File: config.mk
export PLATFORM = sky130hd
export DESIGN_NAME = cdc_fifo_gray_src_mc_flat
export DESIGN_NICKNAME = d
export VERILOG_FILES = /design/src/rtl/cdc_fifo_gray_src_mc_if.sv /design/src/rtl/cdc_fifo_gray_src_mc.sv /design/src/flat_wrapper.sv
export SDC_FILE = /design/constraint.sdc
export NUM_CORES = 1
export LEC_CHECK = 0
export ABC_AREA = 1
export CAP_MARGIN = 20
export CORE_AREA = 2 2 338 340
export CTS_CLUSTER_DIAMETER = 60
export DETAILED_ROUTE_END_ITERATION = 12
export DIE_AREA = 0 0 340 342
export DONT_BUFFER_PORTS = 1
export SYNTH_ARGS = -nofsm -noshare
export SYNTH_HDL_FRONTEND = slang
export SYNTH_SLANG_ARGS = --single-unit
File: constraint.sdc
create_clock -name src_clk_i -period 3.6 [get_ports src_clk_i]
set_input_delay 0.18 -clock src_clk_i [delete_from_list [all_inputs] [get_ports src_clk_i]]
set_output_delay 0.18 -clock src_clk_i [all_outputs]
set_load 0.01 [all_outputs]
File: src/rtl/cdc_fifo_gray_src_mc_if.sv
// Bundle between a multi-channel CDC FIFO source half and its neighbours:
// the upstream valid/ready streams, the fill/almost-full status, and the
// asynchronous storage / gray pointer signals exchanged with the destination half.
interface cdc_fifo_gray_src_mc_if #(
  parameter int unsigned NumChan   = 5,
  parameter int unsigned DataWidth = 32,
  parameter int unsigned LogDepth  = 2
);

  logic [NumChan-1:0][DataWidth-1:0]                src_data_i;
  logic [NumChan-1:0]                               src_valid_i;
  logic [NumChan-1:0]                               src_ready_o;
  logic [NumChan-1:0][LogDepth:0]                   src_fill_o;
  logic [NumChan-1:0]                               src_almost_full_o;
  logic [NumChan-1:0][(2**LogDepth)-1:0][DataWidth-1:0] async_data_o;
  logic [NumChan-1:0][LogDepth:0]                   async_wptr_o;
  logic [NumChan-1:0][LogDepth:0]                   async_rptr_i;

  // Upstream producer plus destination half, as seen from outside the FIFO.
  modport master (
    output src_data_i, src_valid_i, async_rptr_i,
    input  src_ready_o, src_fill_o, src_almost_full_o, async_data_o, async_wptr_o
  );

  // The FIFO source half itself.
  modport slave (
    input  src_data_i, src_valid_i, async_rptr_i,
    output src_ready_o, src_fill_o, src_almost_full_o, async_data_o, async_wptr_o
  );

endinterface

File: src/rtl/cdc_fifo_gray_src_mc.sv
// Multi-channel source half of a gray-pointer CDC FIFO. Each channel owns a
// 2**LogDepth-entry storage array, a binary/gray write pointer pair and a
// SyncStages-deep synchronizer on the incoming gray read pointer. Channels
// share nothing but the clock and reset.
module cdc_fifo_gray_src_mc #(
  parameter int unsigned NumChan          = 5,
  parameter int unsigned DataWidth        = 32,
  parameter int unsigned LogDepth         = 2,
  parameter int unsigned SyncStages       = 2,
  parameter int unsigned AlmostFullThresh = (2 ** LogDepth) - 1
) (
  input  logic                  src_clk_i,
  input  logic                  src_rst_i,
  cdc_fifo_gray_src_mc_if.slave bus_if
);

  localparam int unsigned Depth = 2 ** LogDepth;
  localparam int          PtrW  = LogDepth + 1;

  // Binary to reflected-gray conversion.
  function automatic logic [PtrW-1:0] bin_to_gray(input logic [PtrW-1:0] b);
    return b ^ (b >> 1);
  endfunction

  // Reflected-gray to binary: each binary bit is the XOR of all gray bits at or above it.
  function automatic logic [PtrW-1:0] gray_to_bin(input logic [PtrW-1:0] g);
    logic [PtrW-1:0] b;
    b = g;
    for (int i = 1; i < PtrW; i++) begin
      b = b ^ (g >> i);
    end
    return b;
  endfunction

  logic [NumChan-1:0][PtrW-1:0]               wptr_b_q, wptr_b_d;
  logic [NumChan-1:0][PtrW-1:0]               wptr_g_q, wptr_g_d;
  logic [NumChan-1:0][PtrW-1:0]               sync_q [SyncStages];
  logic [NumChan-1:0][Depth-1:0][DataWidth-1:0] mem_q;

  logic [NumChan-1:0][PtrW-1:0]               rptr_b_s;
  logic [NumChan-1:0][PtrW-1:0]               fill_s;
  logic [NumChan-1:0]                         full_s;
  logic [NumChan-1:0]                         ready_s;
  logic [NumChan-1:0]                         afull_s;
  logic [NumChan-1:0]                         write_s;

  // Occupancy, full/almost-full and handshake from the local write pointer and the synchronized read pointer.
  always_comb begin
    rptr_b_s = '0;
    fill_s   = '0;
    full_s   = '0;
    ready_s  = '0;
    afull_s  = '0;
    write_s  = '0;
    for (int ch = 0; ch < NumChan; ch++) begin
      rptr_b_s[ch] = gray_to_bin(sync_q[SyncStages-1][ch]);
      // Modular subtraction on LogDepth+1 bits keeps fill correct across pointer rollover.
      fill_s[ch]   = wptr_b_q[ch] - rptr_b_s[ch];
      full_s[ch]   = (fill_s[ch] == PtrW'(Depth));
      ready_s[ch]  = ~full_s[ch] & ~src_rst_i;
      afull_s[ch]  = (fill_s[ch] >= PtrW'(AlmostFullThresh));
      write_s[ch]  = bus_if.src_valid_i[ch] & ready_s[ch];
    end
  end

  // Next write pointers: advance both binary and gray forms on an accepted beat.
  always_comb begin
    wptr_b_d = wptr_b_q;
    wptr_g_d = wptr_g_q;
    for (int ch = 0; ch < NumChan; ch++) begin
      if (write_s[ch]) begin
        wptr_b_d[ch] = wptr_b_q[ch] + PtrW'(1);
        wptr_g_d[ch] = bin_to_gray(wptr_b_d[ch]);
      end else begin
        wptr_b_d[ch] = wptr_b_q[ch];
        wptr_g_d[ch] = wptr_g_q[ch];
      end
    end
  end

  // Write pointer registers; the gray copy feeds the destination domain directly from a flop.
  always_ff @(posedge src_clk_i) begin
    if (src_rst_i) begin
      wptr_b_q <= '0;
      wptr_g_q <= '0;
    end else begin
      wptr_b_q <= wptr_b_d;
      wptr_g_q <= wptr_g_d;
    end
  end

  // Read-pointer synchronizer chain; only gray values cross, so at most one bit is in flight.
  always_ff @(posedge src_clk_i) begin
    if (src_rst_i) begin
      for (int s = 0; s < SyncStages; s++) begin
        sync_q[s] <= '0;
      end
    end else begin
      sync_q[0] <= bus_if.async_rptr_i;
      for (int s = 1; s < SyncStages; s++) begin
        sync_q[s] <= sync_q[s-1];
      end
    end
  end

  // Storage write; a slot is only written while the channel is not full, so unread data is never overwritten.
  always_ff @(posedge src_clk_i) begin
    if (src_rst_i) begin
      mem_q <= '0;
    end else begin
      for (int ch = 0; ch < NumChan; ch++) begin
        if (write_s[ch]) begin
          mem_q[ch][wptr_b_q[ch][LogDepth-1:0]] <= bus_if.src_data_i[ch];
        end
      end
    end
  end

  assign bus_if.src_ready_o       = ready_s;
  assign bus_if.src_fill_o        = fill_s;
  assign bus_if.src_almost_full_o = afull_s;
  assign bus_if.async_data_o      = mem_q;
  assign bus_if.async_wptr_o      = wptr_g_q;

endmodule
File: src/flat_wrapper.sv
// flat-port wrapper written by rule: the top's interface ports become plain ports
module cdc_fifo_gray_src_mc_flat 
#(
  parameter int unsigned NumChan          = 5,
  parameter int unsigned DataWidth        = 32,
  parameter int unsigned LogDepth         = 2,
  parameter int unsigned SyncStages       = 2,
  parameter int unsigned AlmostFullThresh = (2 ** LogDepth) - 1
)
  (src_clk_i, src_rst_i, bus_if_src_data_i, bus_if_src_valid_i, bus_if_async_rptr_i, bus_if_src_ready_o, bus_if_src_fill_o, bus_if_src_almost_full_o, bus_if_async_data_o, bus_if_async_wptr_o);
  cdc_fifo_gray_src_mc_if #(.NumChan(NumChan), .DataWidth(DataWidth), .LogDepth(LogDepth)) bus_if_i ();
  input  logic src_clk_i;
  input  logic src_rst_i;
  input wire logic [$bits(bus_if_i.src_data_i)-1:0] bus_if_src_data_i;
  input wire logic [$bits(bus_if_i.src_valid_i)-1:0] bus_if_src_valid_i;
  input wire logic [$bits(bus_if_i.async_rptr_i)-1:0] bus_if_async_rptr_i;
  output wire logic [$bits(bus_if_i.src_ready_o)-1:0] bus_if_src_ready_o;
  output wire logic [$bits(bus_if_i.src_fill_o)-1:0] bus_if_src_fill_o;
  output wire logic [$bits(bus_if_i.src_almost_full_o)-1:0] bus_if_src_almost_full_o;
  output wire logic [$bits(bus_if_i.async_data_o)-1:0] bus_if_async_data_o;
  output wire logic [$bits(bus_if_i.async_wptr_o)-1:0] bus_if_async_wptr_o;
  assign bus_if_i.src_data_i = bus_if_src_data_i;
  assign bus_if_i.src_valid_i = bus_if_src_valid_i;
  assign bus_if_i.async_rptr_i = bus_if_async_rptr_i;
  assign bus_if_src_ready_o = bus_if_i.src_ready_o;
  assign bus_if_src_fill_o = bus_if_i.src_fill_o;
  assign bus_if_src_almost_full_o = bus_if_i.src_almost_full_o;
  assign bus_if_async_data_o = bus_if_i.async_data_o;
  assign bus_if_async_wptr_o = bus_if_i.async_wptr_o;
  cdc_fifo_gray_src_mc #(.NumChan(NumChan), .DataWidth(DataWidth), .LogDepth(LogDepth), .SyncStages(SyncStages), .AlmostFullThresh(AlmostFullThresh)) u_core (.src_clk_i(src_clk_i), .src_rst_i(src_rst_i), .bus_if(bus_if_i));
endmodule
; Word level (Yosys, flattened, before mapping)
; Memory sizes are Yosys's and may differ from the RTL's.
; Index checks and enable logic that the tools add are counted.
[totals]
word_cells = 119
output_inout_bits = 680
regBits = 670
memories = 1
inputBits = 182
ram_bits = 30
[classes]
n_reduce_logical = 5
n_mux = 20
bitwise_logic = 33
n_eq_ne = 5
n_lt_le_gt_ge = 15
n_addsub = 10
[mem_list]
columns = name, words, width, read_ports, rd_clocked_by_memory_dff, write_ports, line_no
row1 = u_core.sync_q, 2, 15, 2, 0, 2, cdc_fifo_gray_src_mc.sv:37  ; logic [NumChan-1:0][PtrW-1:0] sync_q [SyncStages];
[ops]
columns = cell, count
row1 = bitwise mux 128 bit, 5
row2 = demux 32 bit (select 2 bit), 5
row3 = 2-to-1 mux 32 bit, 5
row4 = 2-to-1 mux 15 bit, 2
row5 = bitwise XOR 3 x 2 -> 3 bit, 10
row6 = "adder 3 x 1 -> 3 bit, second input constant", 5
row7 = "equality test 3 bit, second input constant", 5
row8 = "greater-or-equal comparator 3 x 2 -> 1 bit, second input constant", 5
row9 = "< comparator 2 x 3 -> 1 bit, second input constant", 5
row10 = subtractor 3 bit, 5
row11 = bitwise XOR 3 x 1 -> 3 bit, 5
row12 = AND 1 bit, 10
row13 = "greater-or-equal comparator 2 x 1 -> 1 bit, second input constant", 5
row14 = inverter 1 bit, 6
row15 = logical AND 1 bit, 5
row16 = 2-to-1 mux 1 bit, 3
row17 = OR 1 bit, 2

; Depth between registers and ports, before layout
; Gate-level depths: netlist of run 1.
[depth]
depth_word = 7
depth_mapped = 16
depth_no_buf = 15

; Worst setup path before layout of run 1
; Ideal clock, no wire load.
[synth_timing]
kind = register -> register
from = memory u_core.sync_q[0][23] (netlist name)
to = register u_core.mem_q (netlist bit u_core.bus_if.async_data_o[267])
period_less_slack_ns = 2.404
path_buffers = 1
setup_time_ns = 0.064
setup_slack_ns = 1.196
required_time_ns = 3.536
stages_incl_launch_ff = 12
arrival_ns = 2.340
cell_sequence = dfxtp_1 > xnor2_1 > xnor2_1 > ha_1 > inv_1 > fa_1 > nor2_1 > nand2_8 > nand4_4 > buf_2 > nor2_1 > nor2_1
[synth_lines]
columns = item, line_no
row1 = "start, declared", cdc_fifo_gray_src_mc.sv:37
row2 = "end signal, assigned by index", cdc_fifo_gray_src_mc.sv:113  ; mem_q[ch][wptr_b_q[ch][LogDepth-1:0]] <= bus_if.src_data_i[ch];
row3 = "end, declared", cdc_fifo_gray_src_mc.sv:38  ; logic [NumChan-1:0][Depth-1:0][DataWidth-1:0] mem_q;

==> flow_summary.yaml, run 1 <==
pwr:
  peakVddDrop_v: 0.0003551
  leakage_uw: 0.01846
  swShare_pct: 27.99
  pwr-share-seq_pct: 44.8
  switchingPower_uw: 5366
  power_frac_clock_pct: 45.0
  intPower_uw: 13800
  power_density_nw_per_um2: 543.4
  combPwrFrac_pct: 10.2
logic_synthesis:
  yosys_warnings: 0
  yosysTopAreaCellShare_pct: 46.99
  synth_fp_nets: 4622
  syn_inst: 4410
  muxShareOfSynthArea_pct: 0
  netlist_top_cells_area: "dfxtp_1 (47%), nand2_1 (17%), nor2_1 (17%), inv_1 (9.0%), buf_6 (2.4%)"
  ys_ff_latch: 695
  synth_top_family_by_area: "simple AND/OR/NAND/NOR gates"
  ys_types: 21
  synth_compound_area_share_pct: 0.4395
  avgSynthCellArea_um2: 6.714
  synth_largest_area_cell: "dfxtp_1"
  seq_area_frac_synth_pct: 46.99
  synthAdderAreaFrac_pct: 1.395
  synth_xor_area_share_pct: 0.7396
  synth_simple_gate_area_share_pct: 36.11
  syn-cell-area_um2: 29610
worst_setup_path:
  critical-path-max-stage-delay_ns: 0.38
  rrSetupSlack_ns: 0.32
  reg2reg_depth: 13
  cp.required_ns: 3.42
  r2r-end: "u_core.bus_if.async_data_o[606]$_SDFFE_PP0P_"
  cpLargestDelayFamily: "adder cells"
  crit_type: "flop to output pin"
  cp.depth: 12
  cp_max_fo: 4
  cp-end-kind: "output pin"
  critPathSlowestCell: "fa_1"
  arrival_ns: 3.11
  critPathBufInv: 4
  r2r_start: "u_core.sync_q[0][29]$_SDFF_PP0_"
  startpoint_type: "flop"
  cp_cell_sequence: "xnor2_1, xnor2_1, ha_1, inv_1, fa_1, inv_1, nand2_1, nand3_1, nand2_4, buf_4, a21oi_2, buf_4"
global_route:
  grt_usage_pct: 15.31
  grt_antenna_before_repair: 13
  gr-total-overflow: 0
  grt_pass1_vias: 23150
  grt_first_pass_wirelength_um: 139600
  grt_max_degree: 117
min_path:
  hold_start: "bus_if_src_valid_i[0]"
  min_to: "u_core.bus_if.async_data_o[86]$_SDFFE_PP0P_"
  hold_class: "input port to flop"
  hold_path_depth: 3
floorplan:
  rows: 124
  ios: 862
  die_area_um2: 116300
  die-width_um: 340
  start_util_pct: 26.18
  die_y_um: 342
  coreArea_um2: 113100
cts:
  cts_tree: "built"
  post_cts_buffers: 0
  clk_pin_slew_ns: 0.06
  clk_path_buf_depth: 3
  insertion_delay_ns: 0.66
  numCtsBuffers: 84
  cts_sinks: 695
  root_buffer: "clkbuf_16"
  htree_levels: 3
status:
  outcome: "finished clean"
sta:
  skew_ns: 0.02120
  setup_ws_ns: 0.3146
  min_period_over_period_pct: 91.26
  period_needed_ns: 3.285
  max_freq_mhz: 304.4
  whs_ns: 0.09245
  rsz0062_at_grt: "false"
  slew_violations: 0
  setup_viol: 0
  finalHoldViolCount: 0
  fin_tns_setup_ns: 0
  worst_pin_slew_ns: 1.038
  maxSlewHeadroom_pct: 30.80
place:
  io_buffers: 0
  post-place-ws_ns: 0.3034
  place_congestion: 0.8413
  place_hpwl_um: 65210
drt:
  vias: 24880
  drt-total-wl_um: 93010
  routedWlPerCell_um: 15.25
  viasPerCell: 4.078
  drt_iter0_markers: 1370
  postRouteAntennaNets: 0
  dr.pass1.iters: 5
  drc: 0
cells_and_area:
  final_nets: 4728
  area.growth.synth_to_final_pct: 19.15
  layout-drive-gt1-share_pct: 4.713
flow_run:
  drv_cap: 0
[synth_stat cells]
master / instances
nand2_1: 1319
nor2_1: 1315
inv_1: 706
dfxtp_1: 695
buf_2: 94
buf_6: 62
buf_4: 50
nand3_1: 42
ha_1: 25
nand4_4: 20
xnor2_1: 16
a21oi_1: 15
o21ai_0: 11
xor2_1: 9
inv_2: 7
fa_1: 5
nand2_2: 5
nand2_4: 5
clkbuf_1: 4
nand2_8: 4
inv_4: 1
[per-layer routing]
metal	up-vias	global-route usage [%]	wire [um]
met3	207	6.808	10040
met4	2	7.725	4095
met5	-	0	13
met1	10970	17.09	36500
li1	12830	-	-
met2	871	24.69	42370
[sequential cells by signal (all words and copies together), names as in the netlist]
register / cells
u_core.sync_q: 30
u_core.bus_if.async_data_o: 640
u_core.bus_if.async_wptr_o: 15
u_core.wptr_b_q: 10
[cells by family (layout without fill, tap and decap cells)]
group	after synthesis	in the layout
AND/OR/NAND/NOR	2710	2710
buffers and inverters	924	1097
other	0	6
adder cells (fa/ha/maj)	30	30
XOR/XNOR	25	25
AO/OA/AOI/OAI	26	26
flip-flops	695	695
[cells in the final DEF (no fill, tap or decap), types with 3 or more instances in the layout]
| cell | netlist | routed |
|---|---|---|
| xor2_1 | 9 | 9 |
| nand2_4 | 5 | 5 |
| o21ai_0 | 11 | 11 |
| nand2_1 | 1319 | 1319 |
| buf_12 | 0 | 19 |
| nand4_4 | 20 | 20 |
| nand3_1 | 42 | 42 |
| fa_1 | 5 | 5 |
| dlygate4sd3_1 | 0 | 190 |
| clkbuf_8 | 0 | 20 |
| clkbuf_16 | 0 | 84 |
| clkinv_2 | 0 | 4 |
| nand2_2 | 5 | 5 |
| nor2_1 | 1315 | 1315 |
| xnor2_1 | 16 | 16 |
| dfxtp_1 | 695 | 695 |
| a21oi_1 | 15 | 14 |
| inv_6 | 0 | 5 |
| clkbuf_1 | 4 | 20 |
| clkinv_4 | 0 | 5 |
| nand2_8 | 4 | 4 |
| bufinv_16 | 0 | 4 |
| ha_1 | 25 | 25 |
| diode_2 | 0 | 6 |
| buf_4 | 50 | 20 |
| inv_1 | 706 | 706 |
| inv_2 | 7 | 7 |
| clkinv_8 | 0 | 4 |
| inv_8 | 0 | 3 |
[through the flow]
step / power (uW) / instances / cell area, um^2 / utilization (%)
3_3_place_gp: 10340 / 5751 / 30480 / 26.95
5_1_grt: 20010 / 6100 / 35270 / 31.19
6_report: 19170 / 6101 / 35280 / 31.19
4_1_cts: 19420 / 6095 / 35260 / 31.18
2_1_floorplan: 9916 / 4410 / 29610 / -
3_5_place_dp: 10390 / 5751 / 30480 / 26.95
[final cells by class]
class / instances / area (um^2)
Antenna cell: 6 / 15.01
Clock buffer: 124 / 2452
Clock inverter: 29 / 391.6
Fill cell: 12000 / 77830
Inverter: 714 / 2696
Multi-Input combinational cell: 2791 / 11460
Sequential cell: 695 / 13910
Tap cell: 1512 / 1892
Timing Repair Buffer: 230 / 2460
[worst reg2reg max path, delay by kind of cell (launching register included)]
family        cells  cell delay (ns)
buf+inv           2             0.12
fa+ha+maj         2             0.54
flops             1             0.33
simple gates      7             1.76
xor+xnor          2             0.45
[what timing repair did]
item | in CTS | in global routing
gates resized for setup | 1 | 0
setup endpoints to repair | 1 | 0
hold buffers | 191 | 0
hold endpoints to repair | 695 | 0
[worst max-delay path by stage]
stage | slack [ns] | start | endpoint
3_3_place_gp | 0.47 | u_core.sync_q[0][29]$_SDFF_PP0_ | u_core.bus_if.async_data_o[599]$_SDFFE_PP0P_
4_1_cts | 0.16 | u_core.sync_q[0][17]$_SDFF_PP0_ | bus_if_src_ready_o[0]
5_1_grt | 0.005 | u_core.sync_q[0][17]$_SDFF_PP0_ | bus_if_src_ready_o[0]
2_1_floorplan | 1.20 | u_core.sync_q[0][23]$_SDFF_PP0_ | u_core.bus_if.async_data_o[267]$_SDFFE_PP0P_
6_report | 0.31 | u_core.sync_q[0][17]$_SDFF_PP0_ | bus_if_src_ready_o[0]
3_5_place_dp | 0.30 | u_core.sync_q[0][29]$_SDFF_PP0_ | u_core.bus_if.async_data_o[606]$_SDFFE_PP0P_
[power groups by stage]
stage,combinational (uW),clock (uW),sequential [uW]
after floorplan,1340,0,8580
after global placement,1590,0,8750
after detailed placement,1640,0,8750
after CTS,1980,8860,8580
after global routing,2240,9160,8620
final,1960,8630,8580
No activity file was read; power rests on OpenSTA's default activity.
==> inputs of run 2 (changes only) <==
Settings changed: CORE_AREA 2 2 338 340 to unset, CORE_MARGIN set to 1.5, CORE_UTILIZATION set to 25, DIE_AREA 0 0 340 342 to unset.
==> run 2 against run 1 <==
Worst setup slack gained 0.062 ns. Total power down 0.36%. Routed wire length increased by 2.7%. Fmax is 1.9% higher. Final cell count grew 0.74%. Combinational power barely moved. Cell area up 0.60%. First-iteration DRC count is 27% higher. Register-to-register slack gained 0.13 ns. Clock power shrank 0.8%. Sequential share of layout area shrank 0.24 points. Die area grew 3.6%. Largest cell class unchanged. Largest power group is now registers. Highest routed layer unchanged.
==> flow_summary.yaml, run 2 (same netlist as run 1, synthesis figures left out) <==
flow_run:
  drv_cap: 0
sta:
  setup_ws_ns: 0.3770
  min_period_over_period_pct: 89.53
  period_needed_ns: 3.223
  worst_pin_slew_ns: 0.8587
  finalHoldViolCount: 0
  setup_viol: 0
  max_freq_mhz: 310.3
  maxSlewHeadroom_pct: 42.75
  skew_ns: 0.02550
  rsz0062_at_grt: "false"
  slew_violations: 0
  fin_tns_setup_ns: 0
floorplan:
  die-width_um: 347.1
  ios: 862
  start_util_pct: 25.14
  die_area_um2: 120500
  coreArea_um2: 117800
  rows: 126
  die_y_um: 347.1
cts:
  root_buffer: "clkbuf_16"
  cts_tree: "built"
  cts_sinks: 695
  numCtsBuffers: 87
  clk_path_buf_depth: 3
  insertion_delay_ns: 0.65
  cts-resized-gates: 0
  htree_levels: 3
  clk_pin_slew_ns: 0.06
worst_setup_path:
  reg2reg_depth: 15
  r2r_start: "u_core.sync_q[0][17]$_SDFF_PP0_"
  startpoint_type: "flop"
  rrSetupSlack_ns: 0.45
  cp_max_fo: 4
  critPathCapture: "bus_if_src_ready_o[2]"
  crit_type: "flop to output pin"
  cp-end-kind: "output pin"
  cp.required_ns: 3.42
  r2r-end: "u_core.bus_if.async_data_o[28]$_SDFFE_PP0P_"
  arrival_ns: 3.04
  cp-startpoint: "u_core.sync_q[0][23]$_SDFF_PP0_"
global_route:
  grt_first_pass_wirelength_um: 143100
  grt_max_degree: 169
  grt_pass1_vias: 23200
  grt_usage_pct: 15.28
  grt_antenna_before_repair: 14
  gr-total-overflow: 0
drt:
  drt-total-wl_um: 95570
  viasPerCell: 4.064
  routed-wl-met3_um: 10830
  postRouteAntennaNets: 0
  routedWlPerCell_um: 15.55
  vias: 24980
  wl_met2_um: 43960
  dr.pass1.iters: 6
  drc: 0
  drt_iter0_markers: 1739
  drt-met1-wl_um: 37070
  routed.top_layer: "met5"
pwr:
  peakVddDrop_v: 0.0003486
  power_density_nw_per_um2: 538.2
  leakage_uw: 0.01857
place:
  dp.cells: 5802
  place_congestion: 0.8755
  io_buffers: 0
  post-place-ws_ns: 0.4179
  dpl-instance-area_um2: 30790
  place_hpwl_um: 67950
cells_and_area:
  mostFrequentLayoutCells: "nand2_1 (1319), nor2_1 (1315), inv_1 (706)"
  final_cells: 6146
  layout_commonest_cell: "nand2_1"
  largest_reg_flops: 640
  layout-drive-gt1-share_pct: 5.326
  final_nets: 4751
  finalInstanceArea_um2: 35490
  area.growth.synth_to_final_pct: 19.86
min_path:
  hold_class: "input port to flop"
status:
  outcome: "finished clean"
## run 2: cell count changes in the layout (fill, tap and decap cells not counted), moves of 6 or more
| cell | change |
|---|---|
| buf_4 | +21 |
| dlygate4sd3_1 | -7 |
| buf_12 | +6 |
| clkbuf_1 | -6 |
| clkinv_2 | +6 |
## run 2: through the flow
stage / hold slack, ns / utilization [%] / total power (uW)
6_report: 0.1226 / 30.13 / 19100
5_1_grt: 0.1225 / 30.13 / 19950
4_1_cts: 0.06876 / 30.11 / 19360
3_5_place_dp: 0.2814 / 26.15 / 10390
3_3_place_gp: 0.2758 / 26.15 / 10350
2_1_floorplan: 0.2870 / - / 9916
## run 2: repair_timing
action | CTS | global route
buffers inserted | 0 | 0
endpoints found under the hold margin | 695 | 0
hold buffers | 184 | 0
setup endpoints to repair | 0 | 0
## run 2: worst min path at each step
| stage | startpoint | endpoint | slack (ns) | cells after the start |
|---|---|---|---|---|
| 2_1_floorplan | bus_if_async_rptr_i[0] | u_core.sync_q[0][0]$_SDFF_PP0_ | 0.29 | 2 |
| 3_3_place_gp | src_rst_i | u_core.bus_if.async_wptr_o[14]$_SDFFE_PP0P_ | 0.28 | 1 |
| 3_5_place_dp | src_rst_i | u_core.wptr_b_q[12]$_SDFFE_PP0P_ | 0.28 | 1 |
| 4_1_cts | bus_if_src_valid_i[0] | u_core.bus_if.async_data_o[13]$_SDFFE_PP0P_ | 0.07 | 3 |
| 5_1_grt | bus_if_src_valid_i[0] | u_core.bus_if.async_data_o[13]$_SDFFE_PP0P_ | 0.12 | 3 |
| 6_report | bus_if_src_valid_i[0] | u_core.bus_if.async_data_o[13]$_SDFFE_PP0P_ | 0.12 | 3 |
## run 2: where the power goes
part | switching (uW) | internal, uW | leakage, uW
logic | 1300 | 668 | 0.0116
clock network | 3550 | 5000 | 0.00138
registers | 506 | 8070 | 0.00564
total | 5360 | 13700 | 0.0186
## run 2: routing by layer
layer  vias up  global-route usage [%]
met5         -                       0
met4         2                   6.785
met2       943                   25.18
li1      12860                       -
met1     10980                   16.97
met3       193                   6.670
## run 2: critical path: stages, from the launching register on
cell	delay (ns)
dfxtp_1	0.33
xnor2_1	0.28
xnor2_1	0.17
ha_1	0.16
inv_1	0.04
fa_1	0.38
inv_1	0.06
nand2_1	0.07
nand3_1	0.15
nand2_4	0.17
a21oi_1	0.35
buf_4	0.23
## run 2: area by class of cell
type	count	area, um^2
repair buffers	250	2668
flip-flops and latches	695	13910
multi-input cells	2791	11450
clock buffers	118	2475
clock inverters	32	336.6
fillers	12590	82280
diodes	10	25.02
well taps	1536	1922
inverters	714	2696
